===== src/rtl/audio_path_ctrl.sv =====
// audio_path_ctrl: codec init sequencing and pop-free effect switching.
// Optional clip detector is enabled by defining CLIP_DETECT_EN.
module audio_path_ctrl #(
    parameter int DATA_W       = 16,
    parameter int NUM_CH       = 2,
    parameter int SEL_W        = 18,
    parameter int RAMP_BITS    = 5,
    parameter int INIT_TIMEOUT = 1000000,
    parameter int RETRY_CYCLES = 1000
) (
    input  logic                     Clk,
    input  logic                     Reset,
    output logic                     init,
    input  logic                     init_finish,
    input  logic                     adc_valid,
    input  logic [NUM_CH*DATA_W-1:0] proc_data,
    input  logic [SEL_W-1:0]         fx_sel,
    output logic [SEL_W-1:0]         fx_sel_out,
    output logic [NUM_CH*DATA_W-1:0] dac_data,
    output logic                     dac_valid,
    output logic [2:0]               state_o,
    output logic                     init_error
`ifdef CLIP_DETECT_EN
    ,
    output logic                     clip_flag
`endif
);

    localparam int G_MAX   = 2 ** RAMP_BITS;
    localparam int GW      = RAMP_BITS + 1;
    localparam int PW      = DATA_W + RAMP_BITS + 1;
    localparam int CNT_MAX = (INIT_TIMEOUT > RETRY_CYCLES) ?
                             INIT_TIMEOUT : RETRY_CYCLES;
    localparam int CW      = $clog2(CNT_MAX + 1);

    localparam logic [GW-1:0] GMAX_V    = GW'(G_MAX);
    localparam logic [CW-1:0] TIMEOUT_V = CW'(INIT_TIMEOUT - 1);
    localparam logic [CW-1:0] RETRY_V   = CW'(RETRY_CYCLES - 1);

    typedef enum logic [2:0] {
        S_HALT     = 3'd0,
        S_INIT     = 3'd1,
        S_ERROR    = 3'd2,
        S_RUN      = 3'd3,
        S_FADE_OUT = 3'd4,
        S_SWITCH   = 3'd5,
        S_FADE_IN  = 3'd6
    } state_t;

    state_t                   state_q, state_d;
    logic [CW-1:0]            cnt_q, cnt_d;
    logic [GW-1:0]            gain_q, gain_d;
    logic [SEL_W-1:0]         sync1_q, sync1_d;
    logic [SEL_W-1:0]         sync2_q, sync2_d;
    logic [SEL_W-1:0]         fx_sel_out_q, fx_sel_out_d;
    logic [NUM_CH*DATA_W-1:0] dac_data_q, dac_data_d;
    logic                     dac_valid_q, dac_valid_d;
    logic                     init_q, init_d;
    logic                     init_error_q, init_error_d;

    logic                     sel_chg;
    logic                     running;
    logic signed [PW-1:0]     prod [NUM_CH];
    logic [NUM_CH*DATA_W-1:0] scaled;

    always_comb begin
        for (int c = 0; c < NUM_CH; c++) begin
            prod[c] = $signed({{(PW-DATA_W){proc_data[c*DATA_W+DATA_W-1]}},
                               proc_data[c*DATA_W +: DATA_W]})
                    * $signed({{(PW-GW){1'b0}}, gain_q});
            scaled[c*DATA_W +: DATA_W] = DATA_W'(prod[c] >>> RAMP_BITS);
        end
    end

    always_comb begin
        sync1_d      = fx_sel;
        sync2_d      = sync1_q;
        state_d      = state_q;
        cnt_d        = cnt_q;
        gain_d       = gain_q;
        fx_sel_out_d = fx_sel_out_q;
        init_error_d = init_error_q;
        sel_chg      = (sync2_q != fx_sel_out_q);

        unique case (state_q)
            S_HALT: begin
                state_d = S_INIT;
                cnt_d   = '0;
                gain_d  = '0;
            end
            S_INIT: begin
                if (init_finish) begin
                    state_d      = S_FADE_IN;
                    cnt_d        = '0;
                    gain_d       = '0;
                    fx_sel_out_d = sync2_q;
                end else if (cnt_q == TIMEOUT_V) begin
                    state_d      = S_ERROR;
                    cnt_d        = '0;
                    init_error_d = 1'b1;
                end else begin
                    cnt_d = cnt_q + CW'(1);
                end
            end
            S_ERROR: begin
                if (cnt_q == RETRY_V) begin
                    state_d = S_INIT;
                    cnt_d   = '0;
                end else begin
                    cnt_d = cnt_q + CW'(1);
                end
            end
            S_RUN: begin
                gain_d = GMAX_V;
                if (sel_chg) state_d = S_FADE_OUT;
            end
            S_FADE_OUT: begin
                if (adc_valid && gain_q != '0) gain_d = gain_q - GW'(1);
                if (gain_q == '0) state_d = S_SWITCH;
            end
            S_SWITCH: begin
                fx_sel_out_d = sync2_q;
                state_d      = S_FADE_IN;
            end
            S_FADE_IN: begin
                if (adc_valid && gain_q != GMAX_V) gain_d = gain_q + GW'(1);
                // A new request reverses the ramp from wherever it is.
                if (sel_chg) state_d = S_FADE_OUT;
                else if (gain_q == GMAX_V) state_d = S_RUN;
            end
            default: state_d = S_HALT;
        endcase

        init_d  = !(state_d inside {S_HALT, S_ERROR});
        running = state_q inside {S_RUN, S_FADE_OUT, S_SWITCH, S_FADE_IN};

        dac_valid_d = 1'b0;
        dac_data_d  = dac_data_q;
        if (!running) begin
            dac_data_d = '0;
        end else if (adc_valid) begin
            dac_valid_d = 1'b1;
            dac_data_d  = scaled;
        end
    end

    always_ff @(posedge Clk) begin
        if (!Reset) begin
            state_q      <= S_HALT;
            cnt_q        <= '0;
            gain_q       <= '0;
            sync1_q      <= '0;
            sync2_q      <= '0;
            fx_sel_out_q <= '0;
            dac_data_q   <= '0;
            dac_valid_q  <= 1'b0;
            init_q       <= 1'b0;
            init_error_q <= 1'b0;
        end else begin
            state_q      <= state_d;
            cnt_q        <= cnt_d;
            gain_q       <= gain_d;
            sync1_q      <= sync1_d;
            sync2_q      <= sync2_d;
            fx_sel_out_q <= fx_sel_out_d;
            dac_data_q   <= dac_data_d;
            dac_valid_q  <= dac_valid_d;
            init_q       <= init_d;
            init_error_q <= init_error_d;
        end
    end

    assign init       = init_q;
    assign fx_sel_out = fx_sel_out_q;
    assign dac_data   = dac_data_q;
    assign dac_valid  = dac_valid_q;
    assign state_o    = state_q;
    assign init_error = init_error_q;

`ifdef CLIP_DETECT_EN
    localparam logic [DATA_W-1:0] MAX_P = {1'b0, {(DATA_W-1){1'b1}}};
    localparam logic [DATA_W-1:0] MIN_N = {1'b1, {(DATA_W-1){1'b0}}};

    logic        clip_q, clip_d;
    logic [15:0] quiet_q, quiet_d;
    logic        hit;

    // Flag decays only after a full 2**16-frame run of clean frames.
    always_comb begin
        hit = 1'b0;
        for (int c = 0; c < NUM_CH; c++) begin
            if (proc_data[c*DATA_W +: DATA_W] == MAX_P ||
                proc_data[c*DATA_W +: DATA_W] == MIN_N) hit = 1'b1;
        end
        clip_d  = clip_q;
        quiet_d = quiet_q;
        if (adc_valid && state_q inside {S_RUN, S_FADE_OUT, S_FADE_IN}) begin
            if (hit) begin
                clip_d  = 1'b1;
                quiet_d = '0;
            end else if (clip_q) begin
                if (quiet_q == 16'hFFFF) begin
                    clip_d  = 1'b0;
                    quiet_d = '0;
                end else begin
                    quiet_d = quiet_q + 16'd1;
                end
            end
        end
    end

    always_ff @(posedge Clk) begin
        if (!Reset) begin
            clip_q  <= 1'b0;
            quiet_q <= '0;
        end else begin
            clip_q  <= clip_d;
            quiet_q <= quiet_d;
        end
    end

    assign clip_flag = clip_q;
`endif

endmodule


===== config.mk =====
export PLATFORM = sky130hd
export DESIGN_NAME = audio_path_ctrl
export DESIGN_NICKNAME = d
export VERILOG_FILES = /design/src/rtl/audio_path_ctrl.sv
export SDC_FILE = /design/constraint.sdc
export NUM_CORES = 1
export LEC_CHECK = 0
export CORE_MARGIN = 2
export CORE_UTILIZATION = 59
export DETAILED_ROUTE_END_ITERATION = 6
export PLACE_DENSITY = 0.82
export SYNTH_ARGS = -nofsm -noshare
export SYNTH_HDL_FRONTEND = slang
export SYNTH_SLANG_ARGS = --single-unit
export TNS_END_PERCENT = 50

===== constraint.sdc =====
create_clock -name Clk -period 7.28 [get_ports Clk]
set_input_delay 1.456 -clock Clk [delete_from_list [all_inputs] [get_ports Clk]]
set_output_delay 1.456 -clock Clk [all_outputs]
set_load 0.02 [all_outputs]

==> results of run 1 <==
-- routing by layer --
layer,wire length (um),up-vias
li1,-,4349
met4,659,0
met3,1056,54
met5,0,-
met1,11020,4460
met2,12750,239
-- kinds of logic after synthesis --
family                   synth area share (%)
AND/OR/NAND/NOR                         22.58
buffers and inverters                   7.276
adder cells (fa/ha/maj)                 31.38
AO/OA/AOI/OAI                           11.46
flip-flops                              21.10
XOR/XNOR                                4.773
multiplexers                            1.431
-- synth_stat cells, types with 16 or more instances --
cell,number,share of area (%)
and2_1,186,10
nor2_1,43,1.4
o21ai_0,34,1.5
nand3_1,23,1.0
inv_1,164,5.5
xnor2_1,28,2.2
clkbuf_1,40,1.3
a21o_1,17,1.1
ha_1,84,9.4
nand2_1,121,4.1
a21oi_1,60,2.7
xor2_1,33,2.6
fa_1,123,22
dfxtp_1,118,21
mux2i_1,16,1.4
-- cell usage in the layout, fill, tap and decap left out, types with 10 or more instances in the layout --
master,netlist,final
clkdlybuf4s50_1,0,109
xnor2_1,28,28
fa_1,123,123
o21ai_0,34,34
nor2_1,43,43
nand4_1,10,10
inv_1,164,164
clkbuf_16,0,17
mux2i_1,16,16
dfxtp_1,118,118
nor3_1,12,12
a21o_1,17,17
xor2_1,33,33
and2_1,186,186
nor2b_1,12,12
a21oi_1,60,60
nand2_1,121,121
ha_1,84,84
and3_1,13,13
nand3_1,23,23
-- worst max-delay path, delay by kind of cell --
family | cells | cell delay, ps
AOI/OAI and AO/OA | 5 | 1170
adders and majority gates | 5 | 2480
buffers and inverters | 5 | 700
muxes | 1 | 230
and+or+nand+nor | 1 | 220
-- per-stage QoR --
stage	hold slack, ps	power [mW]	setup WS, ps
after floorplan	411.9	2.903	1674
after global placement	413.3	3.529	927.0
after detailed placement	416.9	3.618	867.0
after CTS	431.6	4.500	1278
after global routing	439.8	4.922	931.2
final	432.0	4.495	1292
-- worst max-delay path by stage --
stage / from / endpoint / slack [ps] / cells past startpoint
after floorplan: proc_data[7] / dac_data[14] / 1670 / 14
after global placement: proc_data[21] / dac_data[29] / 930 / 17
after detailed placement: proc_data[21] / dac_data[29] / 870 / 17
after CTS: proc_data[21] / dac_data[29] / 1280 / 17
after global routing: proc_data[21] / dac_data[31] / 930 / 17
final: proc_data[21] / dac_data[29] / 1290 / 17
-- flip-flops by register name, indices dropped and copies added, names as in the netlist --
signal	count
cnt_q	20
init_error	1
init	1
gain_q	6
fx_sel_out	18
state_o	3
sync1_q	18
dac_data	32
sync2_q	18
dac_valid	1
-- power groups by stage --
stage / logic [mW] / registers, mW / clock network [mW]
after floorplan: 2.06 / 0.843 / 0
after global placement: 2.68 / 0.850 / 0
after detailed placement: 2.77 / 0.850 / 0
after CTS: 2.80 / 0.837 / 0.858
after global routing: 3.18 / 0.853 / 0.891
final: 2.80 / 0.840 / 0.853
-- layout make-up --
| type | instances | area [um^2] | share of cell area (%) |
|---|---|---|---|
| multi-input cells | 941 | 8018 | 61.41 |
| well taps | 234 | 292.8 | 2.243 |
| clock inverters | 15 | 176.4 | 1.351 |
| repair buffers | 118 | 1159 | 8.875 |
| flip-flops and latches | 118 | 2362 | 18.09 |
| clock buffers | 17 | 425.4 | 3.259 |
| diodes | 1 | 2.502 | 0.01917 |
| inverters | 165 | 619.3 | 4.744 |
==> results.md, run 1 <==
- CTS root buffer: clkbuf_16
- Worst EP required: between 7000 and 8000 ps
- FP Rows: 50
- Largest net degree at the start of global routing: a little over 40
- Met2 Track Usage GR: a little under half
- Number of global-route vias before repair: roughly 9400
- Comb pwr share: approximately 62%
- Global routing usage on met1: 34.04%
- DP Wirelength: between 15 and 20 mm
- RSZ-0062 raised after global routing: no
- Post-Place Cells: 1576
- Clk network pwr share: about a fifth
- Initial DRC count: between 600 and 700
- Worst Path Max Fanout: 6
- Kind of critical path: input port to flop
- Crit path launch type: input port
- Worst-path cell chain: clkdlybuf4s50_1 > and2_1 > fa_1 > inv_1 > fa_1 > inv_1 > fa_1 > inv_1 > fa_1 > inv_1 > ha_1 > a21o_1 > a221oi_1 > o211ai_1 > a221oi_1 > mux2i_1 > a31oi_1
- Flop pwr share: a little under a fifth
- Post-Syn Instances: approximately 1300
- Max VDD drop: ~270 uV
- DR pass1 iterations: 5
- Crit. End Element: flop
- Via count: roughly 9100
- Arr. time, crit path: around 6300 ps
- RePlAce Congestion: just under 0.9
- Hold Crit Class: flop to flop
- Sequential area share after synthesis: 21.10%
- Nets: around 1600
- Pwr/cell area: around 340 mW/mm^2
- Dominant synthesized flop cell: dfxtp_1
- Busiest grt layer: met2
- Num CTS Buffers: 17
- Met3 GRT Util: roughly 3.9%
- Die area: approximately 0.020 mm^2
- CTS Sinks: between 100 and 150
- GR Overflow Total: 0
- Int Pwr: roughly 2.4 mW
- CTS H-tree depth: 4
- Routed wire length: roughly 25 mm
- #FFs+latches synth: roughly 120
- R2R Path End: dac_data[14]
- Syn_nets: about 1500
- Worst path slowest cell: fa_1
- Worst r2r src: gain_q[2]
- Mapped Area: 0.01119 mm^2
- EDFF count, synth: 0
- Final instance area: about 0.013 mm^2
- Clock-pin slew on the worst setup and hold paths: roughly 60 ps
- Final period utilization: between 80% and 90%
- Final Non-Filler Cells: around 1600
- Clk buf depth: 2
- # IOs: 110
- Initial Utilization: roughly 60%
- Post-CTS Setup Inserts: 0
- Final setup viols: 0
- Clock Latency Late Sink: 410 ps
- Initial antenna violation count: 1
- DRC viols: 0
- Hold_sp: sync1_q[14]
- Fin util: 70.03%
- # hold bufs at CTS: 0
- Die Span Y: 141.7 um
- # fillers: roughly 1500
- Die width: roughly 140 um
- Pleak: 6.135 nW
- Status: completed
- Fin Clk Skew: about 10 ps
- Mean cell area of the mapped netlist: between 8 and 9 um^2
- Worst stage delay on the critical path: 560 ps
- Buffers on Ports: 109
- Area grow syn2layout: 16.62%
- Hold path endpoint: sync2_q[14]
- Cell Area, Placed: roughly 0.012 mm^2
- GRT Total Usage: between 20% and 30%
- Core box area: 0.01864 mm^2
- Hold depth: 1
- Net Sw Power: approximately 2.1 mW
- R2R depth: 14
- DR WL/cell: roughly 16 um
- CTS tree: yes
- Tmin final: around 6000 ps
- Setup total negative slack: 0 ps
- Final Max Tran Viols: 0
- Fin. Hold Viols: 0
- Max Fclk: approximately 170 MHz
- Ys Warns: 0
- Global-route wire length before repair: between 40 and 50 mm
- Max-Cap Viols: 0
- Routed Antenna Nets: 0
- Post-cts sizing count: 0
- Synth unique cells: 70
- Post-DR vias/cell: approximately 5.7
- Post-synthesis async set-or-reset flop share: 0%
- Sw Ratio: roughly 47%
- FF-to-FF setup slack: 1730 ps
- Layout cells sized above 1: 3.785%
- Max_slew headroom: 19.96%
- Worst-Margin Slew: around 1200 ps
(Power assumes the default switching activity.)
==> run 2, diff against run 1 <==
==> constraint.sdc (replaced) <==
create_clock -name Clk -period 5.9 [get_ports Clk]
set_input_delay 1.18 -clock Clk [delete_from_list [all_inputs] [get_ports Clk]]
set_output_delay 1.18 -clock Clk [all_outputs]
set_load 0.02 [all_outputs]
==> run 2 against run 1 <==
Effect of this change:
- worst hold slack about the same
- die area unchanged
- sequential share of layout area decreased by 0.41 points
- highest routed layer unchanged
- design area increased by 2.3%
- flip-flop and latch count unchanged
- core utilization increased by 1.6 points
==> results.md, run 2 (synthesized netlist as in run 1, its figures left out) <==
- Initial DRC count: 501 (-17%)
- Worst Hold Margin: 431.6 ps (-0.3650 ps)
- GRT Total Usage: 27.41% (+0.57 points)
- GR Overflow Total: 0 (unchanged)
- Core box area: 0.01864 mm^2 (unchanged)
- Die width: 141.7 um (unchanged)
- Worst r2r src: gain_q[3]
- Final Worst Setup Slack: 268.7 ps (-1023 ps)
- Initial Utilization: 60.05% (unchanged)
- Global-route wire length before repair: 44.34 mm (+0.88%)
- Most common cell after layout, fill and taps aside: and2_1
- Crit. End Element: flop
- Worst path bufs/invs: 6 (+1)
- Routed Antenna Nets: 0 (unchanged)
- Worst stage delay on the critical path: 560 ps (about the same)
- CTS Sinks: 118 (unchanged)
- DR pass1 iterations: 5 (unchanged)
- Arr. time, crit path: 5930 ps (-340 ps)
- FP Rows: 50 (unchanged)
- Status: completed
- Worst path slowest cell: fa_1
- Hold path endpoint: sync2_q[11]
- Routed wire length: 26.31 mm (+3.2%)
- Final setup viols: 0 (unchanged)
- CTS tree: yes
- Pwr/cell area: 430.8 mW/mm^2 (+25%)
- Layout cells sized above 1: 6.506% (+2.7 points)
- Largest net degree at the start of global routing: 41 (unchanged)
- Hold Crit Class: flop to flop
- Hold depth: 1 (unchanged)
- DP Wirelength: 20.02 mm (+3.4%)
- Fin Clk Skew: 9.908 ps (+0.06814 ps)
- DRC viols: 0 (unchanged)
- Hold_sp: sync1_q[11]
- R2R Path End: dac_data[28]
- Post-cts sizing count: 0 (unchanged)
- Kind of critical path: input port to flop
- Max_slew headroom: 16.84% (-3.1 points)
- FF-to-FF setup slack: 710 ps (-1020 ps)
- Fin util: 71.64% (+1.6 points)
- Final Max Tran Viols: 0 (unchanged)
- Worst-path cell chain: clkdlybuf4s50_1 > and2_1 > fa_1 > inv_1 > fa_1 > inv_1 > fa_1 > inv_1 > fa_1 > inv_1 > ha_1 > a21o_1 > a221oi_1 > buf_4 > o211ai_1 > a221oi_1 > mux2i_1 > a31oi_1
- R2R depth: 15 (+1)
- # fillers: 1390 (-4.1%)
- Place WS: -134.5 ps (-1001 ps)
- Critical path's top delay family: adder cells
- Max-Cap Viols: 0 (unchanged)
- Max Fclk: 177.6 MHz
- Worst-Margin Slew: 1243 ps (+46.68 ps)
- CTS H-tree depth: 4 (unchanged)
- RePlAce Congestion: 0.8777 (+0.39%)
- Num CTS Buffers: 17 (unchanged)
- Worst Path Max Fanout: 2 (-4)
- Clk buf depth: 2 (unchanged)
- Number of global-route vias before repair: 9529 (+1.2%)
- RSZ-0062 raised after global routing: no
- Max VDD drop: 359.9 uV (+34%)
- Initial antenna violation count: 1 (unchanged)
- Post-CTS Setup Inserts: 0 (unchanged)
- Via count: 9323 (+2.4%)
- CTS root buffer: clkbuf_16
- Die Span Y: 141.7 um (unchanged)
- Buffers on Ports: 109 (unchanged)
- # hold bufs at CTS: 0 (unchanged)
- Clock-pin slew on the worst setup and hold paths: 60 ps (about the same)
- Tmin final: around 5600 ps
- Pleak: 6.331 nW (+3.2%)
- Fin. Hold Viols: 0 (unchanged)
- # IOs: 110 (unchanged)
- DR WL/cell: 15.96 um (+0.73%)
- Tot Pwr: 5.754 mW (+28%)
- Commonest non-fill, non-tap cells in the layout: and2_1 (186), inv_1 (164), fa_1 (123), nand2_1 (121), dfxtp_1 (118)
- Final period utilization: a little over nine tenths
- Post-DR vias/cell: 5.654 (about the same)
- Max reg flops: 32 (unchanged)
- Nets: 1662 (+2.5%)
- Die area: 0.02009 mm^2 (unchanged)
- Crit path launch type: input port
- Clock Latency Late Sink: 430 ps (+20 ps)
- Worst EP required: 6200 ps (-1360 ps)
- Area grow syn2layout: 19.30%
## run 2: cell types whose count changed in the layout (fill, tap and decap cells not counted), sizes merged
cell,delta
clkinv,+1
inv,-1
buf,+40
## run 2: worst max-delay path by stage
stage	start	to	depth (start not counted)
after global routing	proc_data[21]	dac_data[29]	18
after global placement	proc_data[21]	dac_data[29]	18
after detailed placement	proc_data[21]	dac_data[31]	19
after floorplan	proc_data[7]	dac_data[14]	14
after CTS	proc_data[21]	dac_data[30]	20
final	proc_data[21]	dac_data[29]	18
## run 2: layer usage
metal | vias up | share of wire, % | global-route usage, % | wire, um
li1 | 4425 | - | - | -
met1 | 4608 | 42 | 33.12 | 11050
met2 | 236 | 51 | 49.05 | 13520
met3 | 54 | 4.6 | 4.894 | 1199
met4 | 0 | 2.1 | 9.895 | 549
met5 | - | 0 | 0 | 0
## run 2: per-stage QoR
step | instances | TNS [ps] | area, um^2
3_3_place_gp | 1616 | -98.80 | 12750
6_report | 1649 | 0 | 13360
3_5_place_dp | 1616 | -549.9 | 12750
2_1_floorplan | 1271 | 0 | 11190
5_1_grt | 1648 | 0 | 13350
4_1_cts | 1648 | 0 | 13350
## run 2: cell type report
cell class / count / area (um^2) / share of cell area (%)
multi-input combinational: 941 / 8018 / 60.03
sequential: 118 / 2362 / 17.69
timing repair buffer: 158 / 1459 / 10.92
inverter: 165 / 619.3 / 4.637
clock buffer: 17 / 425.4 / 3.185
tap: 234 / 292.8 / 2.192
clock inverter: 15 / 176.4 / 1.321
antenna: 1 / 2.502 / 0.01874
## run 2: report_power, final
group / switching, mW / internal (mW) / total (mW) / leakage (nW)
Clock: 0.457 / 0.607 / 1.06 / 0.295
Sequential: 0.170 / 0.891 / 1.06 / 0.962
Combinational: 2.05 / 1.58 / 3.63 / 5.07
Total: 2.68 / 3.07 / 5.75 / 6.33
## run 2: worst reg2reg max path: stages, from the launching register on
cell,delay (ps)
dfxtp_1,880
buf_4,340
and2_1,170
fa_1,440
fa_1,520
fa_1,490
inv_1,50
fa_1,500
inv_1,50
ha_1,310
and3_1,220
a221o_1,320
a21bo_2,220
a21oi_1,230
mux2i_1,220
o22ai_1,90
==> run 3, diff against run 2 <==
--- a/config.mk
+++ b/config.mk
@@ -9,6 +9,7 @@
 export CORE_UTILIZATION = 59
 export DETAILED_ROUTE_END_ITERATION = 6
 export PLACE_DENSITY = 0.82
+export RECOVER_POWER = 100
 export SYNTH_ARGS = -nofsm -noshare
 export SYNTH_HDL_FRONTEND = slang
 export SYNTH_SLANG_ARGS = --single-unit
==> run 3 against run 2 <==
Effect of this change:
- largest cell class unchanged
- clock skew is essentially flat
- fmax decreased by 0.99%
- highest routed layer unchanged
- global-route usage is the same
- worst hold slack barely moved
- worst setup slack worse by 56 ps
- sequential share of layout area is essentially flat
- die area is the same
- sequential power barely moved
- combinational power about the same
- the flow now finishes with violations (capacitance limit, slew limit)
==> results.md, run 3 (synthesized netlist as in run 1, its figures left out) <==
- Status: complete, but fails checks
- Failing checks: capacitance limit, slew limit
- Die Span Y: 141.7 um (unchanged)
- Max-Cap Viols: 1 (+1)
- Worst EP required: 6270 ps (+70 ps)
- Worst stage delay on the critical path: 560 ps (about the same)
- Pleak: 6.473 nW (+2.2%)
- CTS tree: yes
- Final Max Tran Viols: 32 (+32)
- Clk buf depth: 2 (unchanged)
- DP Wirelength: 20.02 mm (unchanged)
- Fin Clk Skew: 10.30 ps (+0.3885 ps)
- DR WL/cell: 15.98 um (+0.17%)
- Hold Crit Class: flop to flop
- # fillers: 1401 (+0.79%)
- Max VDD drop: 362.9 uV (+0.82%)
- Crit path launch type: input port
- GR Overflow Total: 0 (unchanged)
- CTS Sinks: 118 (unchanged)
- Worst-path cell chain: clkdlybuf4s50_1 > and2_1 > fa_1 > inv_1 > fa_1 > inv_1 > fa_1 > inv_1 > fa_1 > inv_1 > ha_1 > buf_4 > nand2_1 > o21ai_0 > a31oi_1 > clkbuf_1 > or4b_1 > nand3_1
- Worst Path Max Fanout: 4 (+2)
- Routed Antenna Nets: 0 (unchanged)
- Sw Ratio: 46.75% (+0.18 points)
- RSZ-0062 raised after global routing: no
- Initial DRC count: 464 (-7.4%)
- Tot Pwr: 5.721 mW (-0.57%)
- Largest net degree at the start of global routing: 41 (unchanged)
- Place WS: -134.5 ps (unchanged)
- Critical path's top delay family: adder cells
- Area grow syn2layout: 18.98%
- Max_slew headroom: -6.426% (-23 points)
- Fin. Hold Viols: 0 (unchanged)
- Core box area: 0.01864 mm^2 (unchanged)
- Initial Utilization: 60.05% (unchanged)
- Post-CTS Setup Inserts: 0 (unchanged)
- FP Rows: 50 (unchanged)
- DRC viols: 0 (unchanged)
- Flop pwr share: 18.5% (about the same)
- Clock Latency Late Sink: 430 ps (about the same)
- RePlAce Congestion: 0.8777 (unchanged)
- GRT Total Usage: 27.41% (unchanged)
- Worst path bufs/invs: 7 (+1)
- Num CTS Buffers: 17 (unchanged)
- Post-cts sizing count: 0 (unchanged)
- Final Worst Setup Slack: 212.6 ps (-56.07 ps)
- CTS H-tree depth: 4 (unchanged)
- Arr. time, crit path: 6050 ps (+120 ps)
- CTS root buffer: clkbuf_16
- Max Fclk: 175.8 MHz (-0.99%)
- Global-route wire length before repair: 44.34 mm (unchanged)
- DR pass1 iterations: 5 (unchanged)
- Max reg flops: 32 (unchanged)
- Clk network pwr share: 18.6% (about the same)
- Final setup viols: 0 (unchanged)
- Tmin final: 5687 ps (+56.07 ps)
- Fin util: 71.44% (-0.19 points)
- Via count: 9321 (-0.021%)
- Final period utilization: 96.40% (+0.95 points)
- Kind of critical path: input port to flop
- Post-DR vias/cell: 5.653 (about the same)
- Nets: 1662 (unchanged)
- # hold bufs at CTS: 0 (unchanged)
- Worst path slowest cell: fa_1
- Post-Place Cells: 1616 (unchanged)
- Pwr/cell area: 429.5 mW/mm^2 (-0.30%)
- Initial antenna violation count: 1 (unchanged)
- Most common cell after layout, fill and taps aside: and2_1
- Die width: 141.7 um (unchanged)
- Comb pwr share: 62.9% (-0.2 points)
- Commonest non-fill, non-tap cells in the layout: and2_1 (168), inv_1 (164), fa_1 (123), nand2_1 (121), dfxtp_1 (118)
- Int Pwr: 3.046 mW (-0.91%)
- Number of global-route vias before repair: 9529 (unchanged)
- Buffers on Ports: 109 (unchanged)
- Final Non-Filler Cells: 1649 (unchanged)
- Net Sw Power: 2.675 mW (-0.18%)
- Layout cells sized above 1: 5.870% (-0.64 points)
- # IOs: 110 (unchanged)
- Worst-Margin Slew: 1596 ps (+353.6 ps)
- Routed wire length: 26.36 mm (+0.17%)
- Crit. End Element: flop
- Clock-pin slew on the worst setup and hold paths: 60 ps (about the same)
- Die area: 0.02009 mm^2 (unchanged)
## run 3: changes by cell type in the layout (fill, tap and decap cells not counted), moves of 8 or more
| cell | delta |
|---|---|
| buf_4 | -9 |
| clkdlybuf4s50_1 | -59 |
| and2_1 | -18 |
| clkbuf_1 | +8 |
| and2_0 | +18 |
| dlygate4sd3_1 | +59 |
## run 3: area by class of cell
class                      instances  area [um^2]  share of cell area, %
clock inverter                    15        176.4                  1.325
tap                              234        292.8                  2.198
antenna                            1        2.502                0.01879
sequential                       118         2362                  17.74
multi-input combinational        941         8011                  60.15
inverter                         165        619.3                  4.650
timing repair buffer             158         1429                  10.73
clock buffer                      17        425.4                  3.194
## run 3: routing by layer
layer | vias to the layer above | share of wire, % | track usage, % | wire length, um
met3 | 42 | 4.5 | 4.894 | 1178
met4 | 0 | 1.9 | 9.895 | 505
met5 | - | 0 | 0 | 0
met1 | 4624 | 42 | 33.12 | 11120
li1 | 4424 | - | - | -
met2 | 231 | 51 | 49.05 | 13550
## run 3: power groups by stage
| stage | combinational [mW] | clock, mW | sequential (mW) |
|---|---|---|---|
| 2_1_floorplan | 2.54 | 0 | 1.04 |
| 3_3_place_gp | 3.45 | 0 | 1.07 |
| 3_5_place_dp | 3.58 | 0 | 1.08 |
| 4_1_cts | 3.63 | 1.07 | 1.06 |
| 5_1_grt | 4.06 | 1.11 | 1.08 |
| 6_report | 3.60 | 1.06 | 1.06 |
## run 3: final timing paths
kind                 startpoint           end  slack [ps]  depth (start not counted)
hold / removal      sync1_q[11]   sync2_q[11]         430                          1
setup / recovery  proc_data[21]  dac_data[26]         210                         18
setup reg to reg      gain_q[3]  dac_data[26]         620                         15
hold reg to reg     sync1_q[11]   sync2_q[11]         430                          1
## run 3: per-stage QoR
stage,area (um^2),TNS (ps),hold slack (ps)
6_report,13320,0,431.6
5_1_grt,13320,0,444.6
4_1_cts,13350,0,432.2
3_5_place_dp,12750,-549.9,417.7
3_3_place_gp,12750,-98.80,413.5
2_1_floorplan,11190,0,411.9
==> variant (settings of run 2) <==
Set the parameter `SEL_W` to 14 (it was 18).
--- a/src/rtl/audio_path_ctrl.sv
+++ b/src/rtl/audio_path_ctrl.sv
@@ -5,3 +5,3 @@
     parameter int NUM_CH       = 2,
-    parameter int SEL_W        = 18,
+    parameter int SEL_W        = 14,
     parameter int RAMP_BITS    = 5,
Ports: changed (resized fx_sel and fx_sel_out); port bits go from 110 to 102. No check against the original RTL was run, so the function may have changed too.
==> variant against run 2 <==
  * Global-route usage down 0.23 points
  * Area after synthesis down 5.7%
  * Routed wire length down 8.5%
  * Sequential cell count down 12
  * Combinational power down 24%
  * Critical path depth down 2
  * Utilization down 1.1 points
  * Count of clock-buffer cells in the layout down 8
  * Design area down 8.0%
  * Power down 25%
  * Setup slack better by 0.034 ns
  * Sequential power down 12%
  * Critical endpoint is now dac_data[11]
  * Largest power group unchanged
  * Highest routed layer unchanged
==> variant: results (changes against run 2) <==
Parameter                              Value

Final layout
  Number of antenna diodes    0 (was 1)
  Number of inserted filler cells in the final layout    1327 (was 1390)
  Final std cells w/o fill    1552 (was 1649)

Routing
  Final WL    24100 µm (was 26300 µm)
  Detailed-routed wire length on met2    11400 µm (was 13500 µm)
  Via count of the routed design    8624 (was 9323)

Yosys
  Compound-gate portion of the synthesized area    0.101 (was 0.115)
  Proportion of synthesized chip area in sequential cells    0.201 (was 0.211)
  Synthesized area per cell    8.70 µm² (was 8.81 µm²)
  Xor-xnor portion of the synthesized cell area    0.0448 (was 0.0477)
  Top post-synthesis cells by area    sky130_fd_sc_hd__fa_1 23%, sky130_fd_sc_hd__dfxtp_1 20%, sky130_fd_sc_hd__and2_1 11%, sky130_fd_sc_hd__ha_1 10%, sky130_fd_sc_hd__inv_1 5.6% (was sky130_fd_sc_hd__fa_1 22%, sky130_fd_sc_hd__dfxtp_1 21%, sky130_fd_sc_hd__and2_1 10%, sky130_fd_sc_hd__ha_1 9.4%, sky130_fd_sc_hd__inv_1 5.5%)
  Multiplexer fraction of the synthesized cell area    0.0115 (was 0.0143)

Worst setup path
  Worst Reg-to-Reg Cells    16 (was 15)
  Slack of the worst reg-to-reg path    0.64 ns (was 0.71 ns)
  Reg-to-reg critical path endpoint    dac_data[31] (was dac_data[28])
  Slowest cell delay on critical path    0.52 ns (was 0.56 ns)
  Critical Path End    dac_data[11] (was dac_data[29])

GRT
  Number of antenna violations at the first check in global routing    0 (was 1)
  Met1 usage in global routing    0.362 (was 0.331)
  Global-route wire length before repair    40900 µm (was 44300 µm)
  Number of global-route vias before repair    8670 (was 9529)

Place
  Cell area after placement    12000 µm² (was 12800 µm²)
  Detailed placement HPWL    18700 µm (was 20000 µm)

STA
  Hold Slack    0.433 ns (was 0.432 ns)

Outcome
  Result of the run    complete, no violations (unchanged)

CTS
  Clock latency of the later-clocked register in the worst-skew pair    0.37 ns (was 0.43 ns)
[variant: cell count changes after synthesis, sizes merged, moves of 8 or more]
cell	run 2	this run
a21o	17	8
a221oi	10	2
dfxtp	118	106
nor3	13	22
nor2	43	56
xor2	33	10
xnor2	28	44
[variant: layout make-up]
cell class,count,share of cell area
Clock buffer,9,0.0183
Multi-Input combinational cell,901,0.621
Timing Repair Buffer,146,0.110
Tap cell,225,0.0229
Inverter,158,0.0482
Clock inverter,7,0.00723
Sequential cell,106,0.173
[variant: where the power goes]
group | total, mW | switching [mW] | internal (mW) | leakage [nW]
Clock | 0.643 | 0.335 | 0.307 | 0.153
Combinational | 2.75 | 1.54 | 1.22 | 4.79
Sequential | 0.937 | 0.151 | 0.785 | 0.863
Total | 4.33 | 2.02 | 2.31 | 5.81
[variant: cell families (layout without fill, tap and decap cells)]
logic type,after synthesis,in the layout
compound gates,165,165
xor+xnor,54,54
fa+ha+maj,207,207
buf+inv,206,320
flops,106,106
mux,12,12
simple gates,463,463
